[src/rtl/mips_core_pkg.sv]
// Shared sizes, index types and the commit FSM encoding for the OoO core.
package mips_core_pkg;
  localparam int AL_SIZE  = 32;
  localparam int LSQ_SIZE = 8;
  localparam int BR_SIZE  = 4;
  localparam int FL_SIZE  = 32;
  localparam int PREG_W   = 6;

  localparam int AL_W  = $clog2(AL_SIZE);
  localparam int LSQ_W = $clog2(LSQ_SIZE);
  localparam int BR_W  = $clog2(BR_SIZE);
  localparam int FL_W  = $clog2(FL_SIZE);

  typedef enum logic {IDLE = 1'b0, ST_WAIT = 1'b1} commit_fsm_e;

  typedef logic [AL_W-1:0]   al_idx_t;
  typedef logic [LSQ_W-1:0]  lsq_idx_t;
  typedef logic [BR_W-1:0]   br_idx_t;
  typedef logic [FL_W-1:0]   fl_idx_t;
  typedef logic [PREG_W-1:0] preg_t;
endpackage

[src/rtl/commit_retire_unit_wrap_ptr.sv]
// Mod-N pointer (N a power of 2) with increment enable; wraps by natural overflow.
module wrap_ptr #(
  parameter int N = 8
) (
  input  logic                 i_clk,
  input  logic                 i_rst_n,
  input  logic                 i_inc,
  output logic [$clog2(N)-1:0] o_ptr
);
  localparam int W = $clog2(N);
  localparam logic [W-1:0] ONE = 1;

  logic [W-1:0] r_ptr;

  always_ff @(posedge i_clk or negedge i_rst_n) begin
    if (!i_rst_n)   r_ptr <= '0;
    else if (i_inc) r_ptr <= r_ptr + ONE;
  end

  assign o_ptr = r_ptr;
endmodule

[src/rtl/commit_retire_unit.sv]
// In-order retirement from the active-list head, one instruction per cycle.
// Stores hold in ST_WAIT with store_req up until the D-cache acks the write.
module commit_retire_unit
  import mips_core_pkg::*;
(
  input  logic                            i_clk,
  input  logic                            i_rst_n,
  input  logic [AL_SIZE-1:0]              i_al_occupied,
  input  logic [AL_SIZE-1:0]              i_ready_to_commit,
  input  logic [AL_SIZE-1:0]              i_is_branch,
  input  logic [AL_SIZE-1:0]              i_is_load,
  input  logic [AL_SIZE-1:0]              i_is_store,
  input  logic [AL_SIZE-1:0]              i_uses_rw,
  input  logic [AL_SIZE-1:0][PREG_W-1:0]  i_reclaim_list,
  input  logic                            i_branch_miss,
  input  logic                            i_store_ack,
  output logic                            o_store_req,
  output logic                            o_commit_valid,
  output al_idx_t                         o_commit_idx,
  output logic                            o_branch_done,
  output logic                            o_load_done,
  output logic                            o_store_done,
  output logic                            o_free_we,
  output preg_t                           o_free_reg,
  output al_idx_t                         o_oldest_inst_pointer,
  output br_idx_t                         o_branch_read_pointer,
  output lsq_idx_t                        o_load_commit_pointer,
  output lsq_idx_t                        o_store_commit_pointer,
  output fl_idx_t                         o_free_tail_pointer,
  output logic [31:0]                     o_commit_count
);
  commit_fsm_e r_state;
  logic [31:0] r_commit_count;
  al_idx_t     w_head;
  logic        w_head_ok;
  logic        w_retire;
  logic        w_unused;

  // The head is always older than any mispredicted branch, so recovery never stalls retirement.
  assign w_unused  = i_branch_miss;

  assign w_head    = o_oldest_inst_pointer;
  assign w_head_ok = i_al_occupied[w_head] & i_ready_to_commit[w_head];
  // Gated by reset so no pulse leaks out while the pointers are being cleared.
  assign w_retire  = i_rst_n & ((r_state == ST_WAIT) ? i_store_ack
                                                     : (w_head_ok & ~i_is_store[w_head]));

  always_ff @(posedge i_clk or negedge i_rst_n) begin
    if (!i_rst_n) begin
      r_state <= IDLE;
    end else begin
      case (r_state)
        IDLE:    if (w_head_ok && i_is_store[w_head]) r_state <= ST_WAIT;
        ST_WAIT: if (i_store_ack)                     r_state <= IDLE;
        default: r_state <= IDLE;
      endcase
    end
  end

  always_ff @(posedge i_clk or negedge i_rst_n) begin
    if (!i_rst_n)      r_commit_count <= '0;
    else if (w_retire) r_commit_count <= r_commit_count + 32'd1;
  end

  assign o_store_req    = (r_state == ST_WAIT);
  assign o_commit_valid = w_retire;
  assign o_commit_idx   = w_head;
  assign o_branch_done  = w_retire & i_is_branch[w_head];
  assign o_load_done    = w_retire & i_is_load[w_head];
  assign o_store_done   = w_retire & i_is_store[w_head];
  assign o_free_we      = w_retire & i_uses_rw[w_head];
  assign o_free_reg     = i_reclaim_list[w_head];
  assign o_commit_count = r_commit_count;

  wrap_ptr #(.N(AL_SIZE)) u_oldest (
    .i_clk(i_clk), .i_rst_n(i_rst_n), .i_inc(w_retire), .o_ptr(o_oldest_inst_pointer));
  wrap_ptr #(.N(BR_SIZE)) u_br (
    .i_clk(i_clk), .i_rst_n(i_rst_n), .i_inc(o_branch_done), .o_ptr(o_branch_read_pointer));
  wrap_ptr #(.N(LSQ_SIZE)) u_lq (
    .i_clk(i_clk), .i_rst_n(i_rst_n), .i_inc(o_load_done), .o_ptr(o_load_commit_pointer));
  wrap_ptr #(.N(LSQ_SIZE)) u_sq (
    .i_clk(i_clk), .i_rst_n(i_rst_n), .i_inc(o_store_done), .o_ptr(o_store_commit_pointer));
  wrap_ptr #(.N(FL_SIZE)) u_fl (
    .i_clk(i_clk), .i_rst_n(i_rst_n), .i_inc(o_free_we), .o_ptr(o_free_tail_pointer));
endmodule

[config.mk]
export PLATFORM = sky130hd
export DESIGN_NAME = commit_retire_unit
export DESIGN_NICKNAME = d
export VERILOG_FILES = /design/src/rtl/mips_core_pkg.sv /design/src/rtl/commit_retire_unit_wrap_ptr.sv /design/src/rtl/commit_retire_unit.sv
export SDC_FILE = /design/constraint.sdc
export NUM_CORES = 1
export LEC_CHECK = 0
export ABC_AREA = 0
export CAP_MARGIN = 15
export CORE_AREA = 3 3 177 179
export CTS_CLUSTER_DIAMETER = 100
export CTS_CLUSTER_SIZE = 24
export DETAILED_ROUTE_END_ITERATION = 16
export DIE_AREA = 0 0 180 182
export PLACE_DENSITY = 0.59
export SLEW_MARGIN = 20
export SYNTH_ARGS = -nofsm -noshare
export SYNTH_HDL_FRONTEND = slang
export SYNTH_SLANG_ARGS = --single-unit
[constraint.sdc]
create_clock -name i_clk -period 3.78 [get_ports i_clk]
set_input_delay 0.756 -clock i_clk [delete_from_list [all_inputs] [get_ports i_clk]]
set_output_delay 0.756 -clock i_clk [all_outputs]
set_load 0.02 [all_outputs]
# Word level (Yosys, flattened, before mapping)
# Cells that the tools add are included.
[word_totals]
register_bits = 51
input_bits = 388
output_inout_bits = 67
word_cells = 42
[classes]
add_sub_neg = 6
n_lt_le_gt_ge = 1
mux = 18
bitwise = 9
n_reduce_logical = 1
[op_table]
columns = ["operator", "n"]
rows = [
  ["$add 32x1->32 const B", 1],
  ["$bmux 1 s5", 6],
  ["$bmux 6 s5", 1],
  ["$add 5x1->5 const B", 2],
  ["$mux 1", 9],
  ["$and 1x1->1", 7],
  ["$add 3x1->3 const B", 2],
  ["$lt 5x6->1 const B", 1],
  ["$mux 6", 1],
  ["$add 2x1->2 const B", 1],
  ["$not 1->1", 2],
  ["$pmux 1 s2", 1],
  ["$logic_and 1x1->1", 1],
]

# Depth between registers and ports, before layout
[logic_depth]
word_depth = 7
depth_mapped = 11
ltp_nobuf = 7

# By module
# Synthesis repeated with hierarchy kept, for this count alone.
[hier_totals]
cells_unflattened = 467
hier_area_um2 = 5755.5
[by_module_without_submodules]
columns = ["module", "instances", "cells_per_inst", "area_per_inst_um2", "seq_area_each_um2"]
rows = [
  ["commit_retire_unit", 1, 418, 5036.1, 825.8],
  ["wrap_ptr at u_fl ...", 2, 14, 200.2, 125.1],
  ["wrap_ptr at u_lq ...", 2, 8, 123.9, 75.1],
  ["wrap_ptr at u_br", 1, 5, 71.3, 50.0],
]

# Worst setup path after synthesis
# No wires, ideal clock.
[synth_path]
kind = "register to output"
start = "register u_oldest.r_ptr[0], in the netlist u_oldest.o_ptr[0]"
end = "output o_free_reg[0]"
arrival_time_ns = 3.029
t_required_ns = 3.024
path_slack_ns = -0.005
stages_incl_launch_ff = 9
path_buffers = 4
path_cell_list = "dfrtp_1 buf_2 buf_1 buf_1 buf_2 mux4_2 mux4_2 nand2_1 nand2_1"
[synth_between]
elab_chain_cells = 2
[synth_rtl]
columns = ["item", "line", "rtl"]
rows = [
  ["start: declaration", "commit_retire_unit_wrap_ptr.sv:13", "logic [W-1:0] r_ptr;"],
  ["start signal: assignment", "commit_retire_unit_wrap_ptr.sv:17", "else if (i_inc) r_ptr <= r_ptr + ONE;"],
  ["$bmux 6 s5", "commit_retire_unit.sv:72", "assign o_free_reg = i_reclaim_list[w_head];"],
  ["$mux 6 (implied by the code)", "commit_retire_unit.sv:72", ""],
  ["end: declaration", "commit_retire_unit.sv:24", "output preg_t o_free_reg,"],
]
# No other way between the ends. The select of a mux whose other input is x is not followed.

# Final worst setup path
[layout_path]
start = "input i_is_store[19]"
end = "output o_branch_done"
[layout_between]
elab_chain_cells = 7
[layout_rtl]
columns = ["item", "line", "rtl"]
rows = [
  ["start: declaration", "commit_retire_unit.sv:12", "input logic [AL_SIZE-1:0] i_is_store,"],
  ["$bmux 1 s5", "commit_retire_unit.sv:46", ": (w_head_ok & ~i_is_store[w_head]));"],
  ["$mux 1 (implied by the code)", "commit_retire_unit.sv:46", ""],
  ["$not 1->1", "commit_retire_unit.sv:46", ""],
  ["$and 1x1->1", "commit_retire_unit.sv:46", ""],
  ["$mux 1", "commit_retire_unit.sv:45", "assign w_retire = i_rst_n & ((r_state == ST_WAIT) ? i_store_ack"],
  ["$and 1x1->1", "commit_retire_unit.sv:45", ""],
  ["$and 1x1->1", "commit_retire_unit.sv:68", "assign o_branch_done = w_retire & i_is_branch[w_head];"],
  ["end: declaration", "commit_retire_unit.sv:20", "output logic o_branch_done,"],
]
# No other way between the ends. The select of a mux whose other input is x is not followed.

==> flow_summary.json <==
{
  "startpoint_type": "primary input",
  "syn_inst": 466,
  "clockBufferDepth": 2,
  "mappedNetlistNets": 859,
  "grt.total_usage_pct": 16.88,
  "ys_warn_count": 0,
  "cp-end-kind": "primary output",
  "final_cells": 1341,
  "cp_slowest_cell": "or4_4",
  "dr.first_iter.drc_count": 231,
  "avgSynthCellArea_um2": 11.64,
  "period_minus_slack_ns": 3.795,
  "fillers": 2936,
  "synth_seq_cells": 51,
  "gp_congestion": 0.8167,
  "final_nets": 1335,
  "worst-r2r-cell-count": 10,
  "grt_remaining_overflow": 0,
  "path_cells": "dlygate4sd2_1 -> mux4_2 -> o21ai_2 -> nor2_2 -> or4_4 -> o41ai_4 -> buf_12 -> nand3b_1 -> inv_1 -> buf_6",
  "setup_ws_ns": -0.01526,
  "cpPeakStageDelay_ns": 0.55,
  "cts-root-buf": "clkbuf_16",
  "postCtsHoldBufs": 0,
  "r2r_end": "o_commit_count[27]",
  "maxSlewHeadroom_pct": 62.35,
  "fin_worst_skew_ns": 0.008630,
  "critical_path.max_fanout": 7,
  "violations": "setup timing",
  "cap_violations": 0,
  "hpwlAfterDp_mm": 25.11,
  "remaining_drc_errors": 0,
  "ir_drop_uv": 230.3,
  "synth_edf_count": 0,
  "path_class": "primary input to primary output",
  "coreArea_um2": 29720,
  "io_buffer_count": 453,
  "start_util_pct": 18.25,
  "drt_wl_total_mm": 28.86,
  "period_share_pct": 100.4,
  "areaGrowthSynthToFinish_pct": 105.2,
  "grt_pass1_vias": 6647,
  "ant_nets": 0,
  "setup_viol": 1,
  "worstPathArrival_ns": 3.04,
  "syn_area_um2": 5424,
  "synth_flop_cell": "dfrtp_1",
  "dr_total_vias": 6097,
  "io_pins": 455,
  "cts_sinks": 51,
  "numPlacedInstances": 1309,
  "hold_viol_final": 0,
  "fmax_mhz": 263.5,
  "worstPathRequired_ns": 3.02,
  "insertion_delay_ns": 0.30,
  "seq_area_frac_synth_pct": 23.53,
  "p_per_area_nw_per_um2": 563.0,
  "layout_common_cells": "clkdlybuf4s50_1, mux4_2, buf_4",
  "wl_per_cell_um": 21.52,
  "mostFrequentLayoutCell": "clkdlybuf4s50_1",
  "hold_path.class": "primary input to async pin",
  "synth.distinct_cells": 52,
  "worst_pin_slew_ns": 0.5597,
  "drt_first_pass_iters": 6,
  "grt_first_pass_wirelength_mm": 41.87,
  "whs_ns": 0.2907,
  "slew_violations": 0,
  "drive_above_1_share_pct": 21.53,
  "clk_pin_slew_ns": 0.08,
  "outcome": "finished with violations",
  "reg2reg_slack_ns": 0.65,
  "die-area_um2": 32760,
  "rsz0062_at_grt": "yes",
  "final_util_pct": 37.46,
  "async_flop_share_pct": 100.0,
  "p_leak_nw": 4.287,
  "die_h_um": 182,
  "h-tree-depth": 2,
  "cts_buffers": 5,
  "rows": 63,
  "fp.dieW_um": 180,
  "r2r_start": "u_oldest.o_ptr[1]",
  "antenna_found_initial": 8,
  "cts_tree": "yes",
  "grt_max_degree": 51,
  "setup-tns-final_ns": -0.01526,
  "routed_via_density": 4.547
}
-- Yosys cell counts (6+ instances only) --
cell type	instances	area share [%]
xnor2_1	44	7.1
nand3_1	31	2.9
nand4_1	20	2.3
clkbuf_1	12	0.83
o211ai_1	7	0.97
mux2_2	8	1.7
nor3_1	7	0.65
nand2_1	50	3.5
dfrtp_1	51	24
nor2_1	10	0.69
inv_1	10	0.69
and3_1	16	1.8
and4_1	6	0.97
buf_1	10	0.69
mux4_2	96	40
buf_2	16	1.5
buf_4	7	0.97
-- routing by layer --
metal | GRT usage, % | vias up | routed length, um
li1 | - | 2814 | -
met1 | 17.97 | 2978 | 10130
met2 | 31.40 | 275 | 15870
met3 | 3.606 | 30 | 1832
met4 | 8.540 | 0 | 1029
met5 | 0 | - | 0
-- cell type report --
class	instances	area (um2)	share of cell area [%]
antenna	8	20.02	0.1799
timing repair buffer	515	5141	46.19
tap	390	488.0	4.384
clock buffer	5	125.1	1.124
sequential	51	1285	11.54
inverter	12	45.04	0.4047
clock inverter	3	28.78	0.2585
multi-input combinational	357	3998	35.91
-- power by group --
| part | internal (mW) | switching [mW] |
|---|---|---|
| clock network | 0.253 | 0.225 |
| logic | 2.70 | 2.26 |
| registers | 0.672 | 0.152 |
| total | 3.63 | 2.64 |
-- worst max-delay path, delay by kind of cell --
family	cells	cell delay, ns
mux	1	0.48
simple gates	3	0.72
compound gates	2	0.45
buf+inv	4	0.62
-- registers in the layout, indices dropped and copies added, names as in the netlist --
register / count
o_commit_count: 32
u_oldest.o_ptr: 5
u_sq.o_ptr: 3
u_fl.o_ptr: 5
u_lq.o_ptr: 3
o_store_req: 1
u_br.o_ptr: 2
-- stage by stage --
step	setup WS, ns	total power, mW	instance area [um2]
final	-0.01526	6.267	11130
after floorplan	0.08736	3.534	5425
after detailed placement	-0.8015	5.587	10630
after global routing	-0.1206	6.679	11130
after global placement	-0.7791	5.569	10630
after CTS	-0.1693	6.149	10860
-- cell families (layout without fill, tap and decap cells) --
logic type | Yosys count | in the layout | synth area share [%]
simple gates | 165 | 165 | 15.85
buf+inv | 58 | 535 | 4.891
mux | 109 | 109 | 42.47
compound gates | 33 | 33 | 4.844
xor+xnor | 45 | 45 | 7.266
fa+ha+maj | 5 | 5 | 1.153
other cells | 0 | 8 | 0
flops | 51 | 51 | 23.53
-- worst max path at each step --
stage / from / endpoint / slack (ns) / cells after the start
after floorplan: u_oldest.o_ptr[1] / o_free_reg[0] / 0.09 / 10
after global placement: i_is_store[11] / o_branch_done / -0.78 / 10
after detailed placement: i_is_store[11] / o_branch_done / -0.80 / 10
after CTS: u_oldest.o_ptr[1] / o_branch_done / -0.17 / 9
after global routing: i_is_store[19] / o_branch_done / -0.12 / 10
final: i_is_store[19] / o_branch_done / -0.02 / 10
-- repair_timing --
action / in CTS / in global routing
pin swaps: 9 / 17
buffers inserted: 4 / 13
resized for setup: 68 / 40
endpoints found under the setup margin: 11 / 9
No activity file was read; power rests on OpenSTA's default activity.
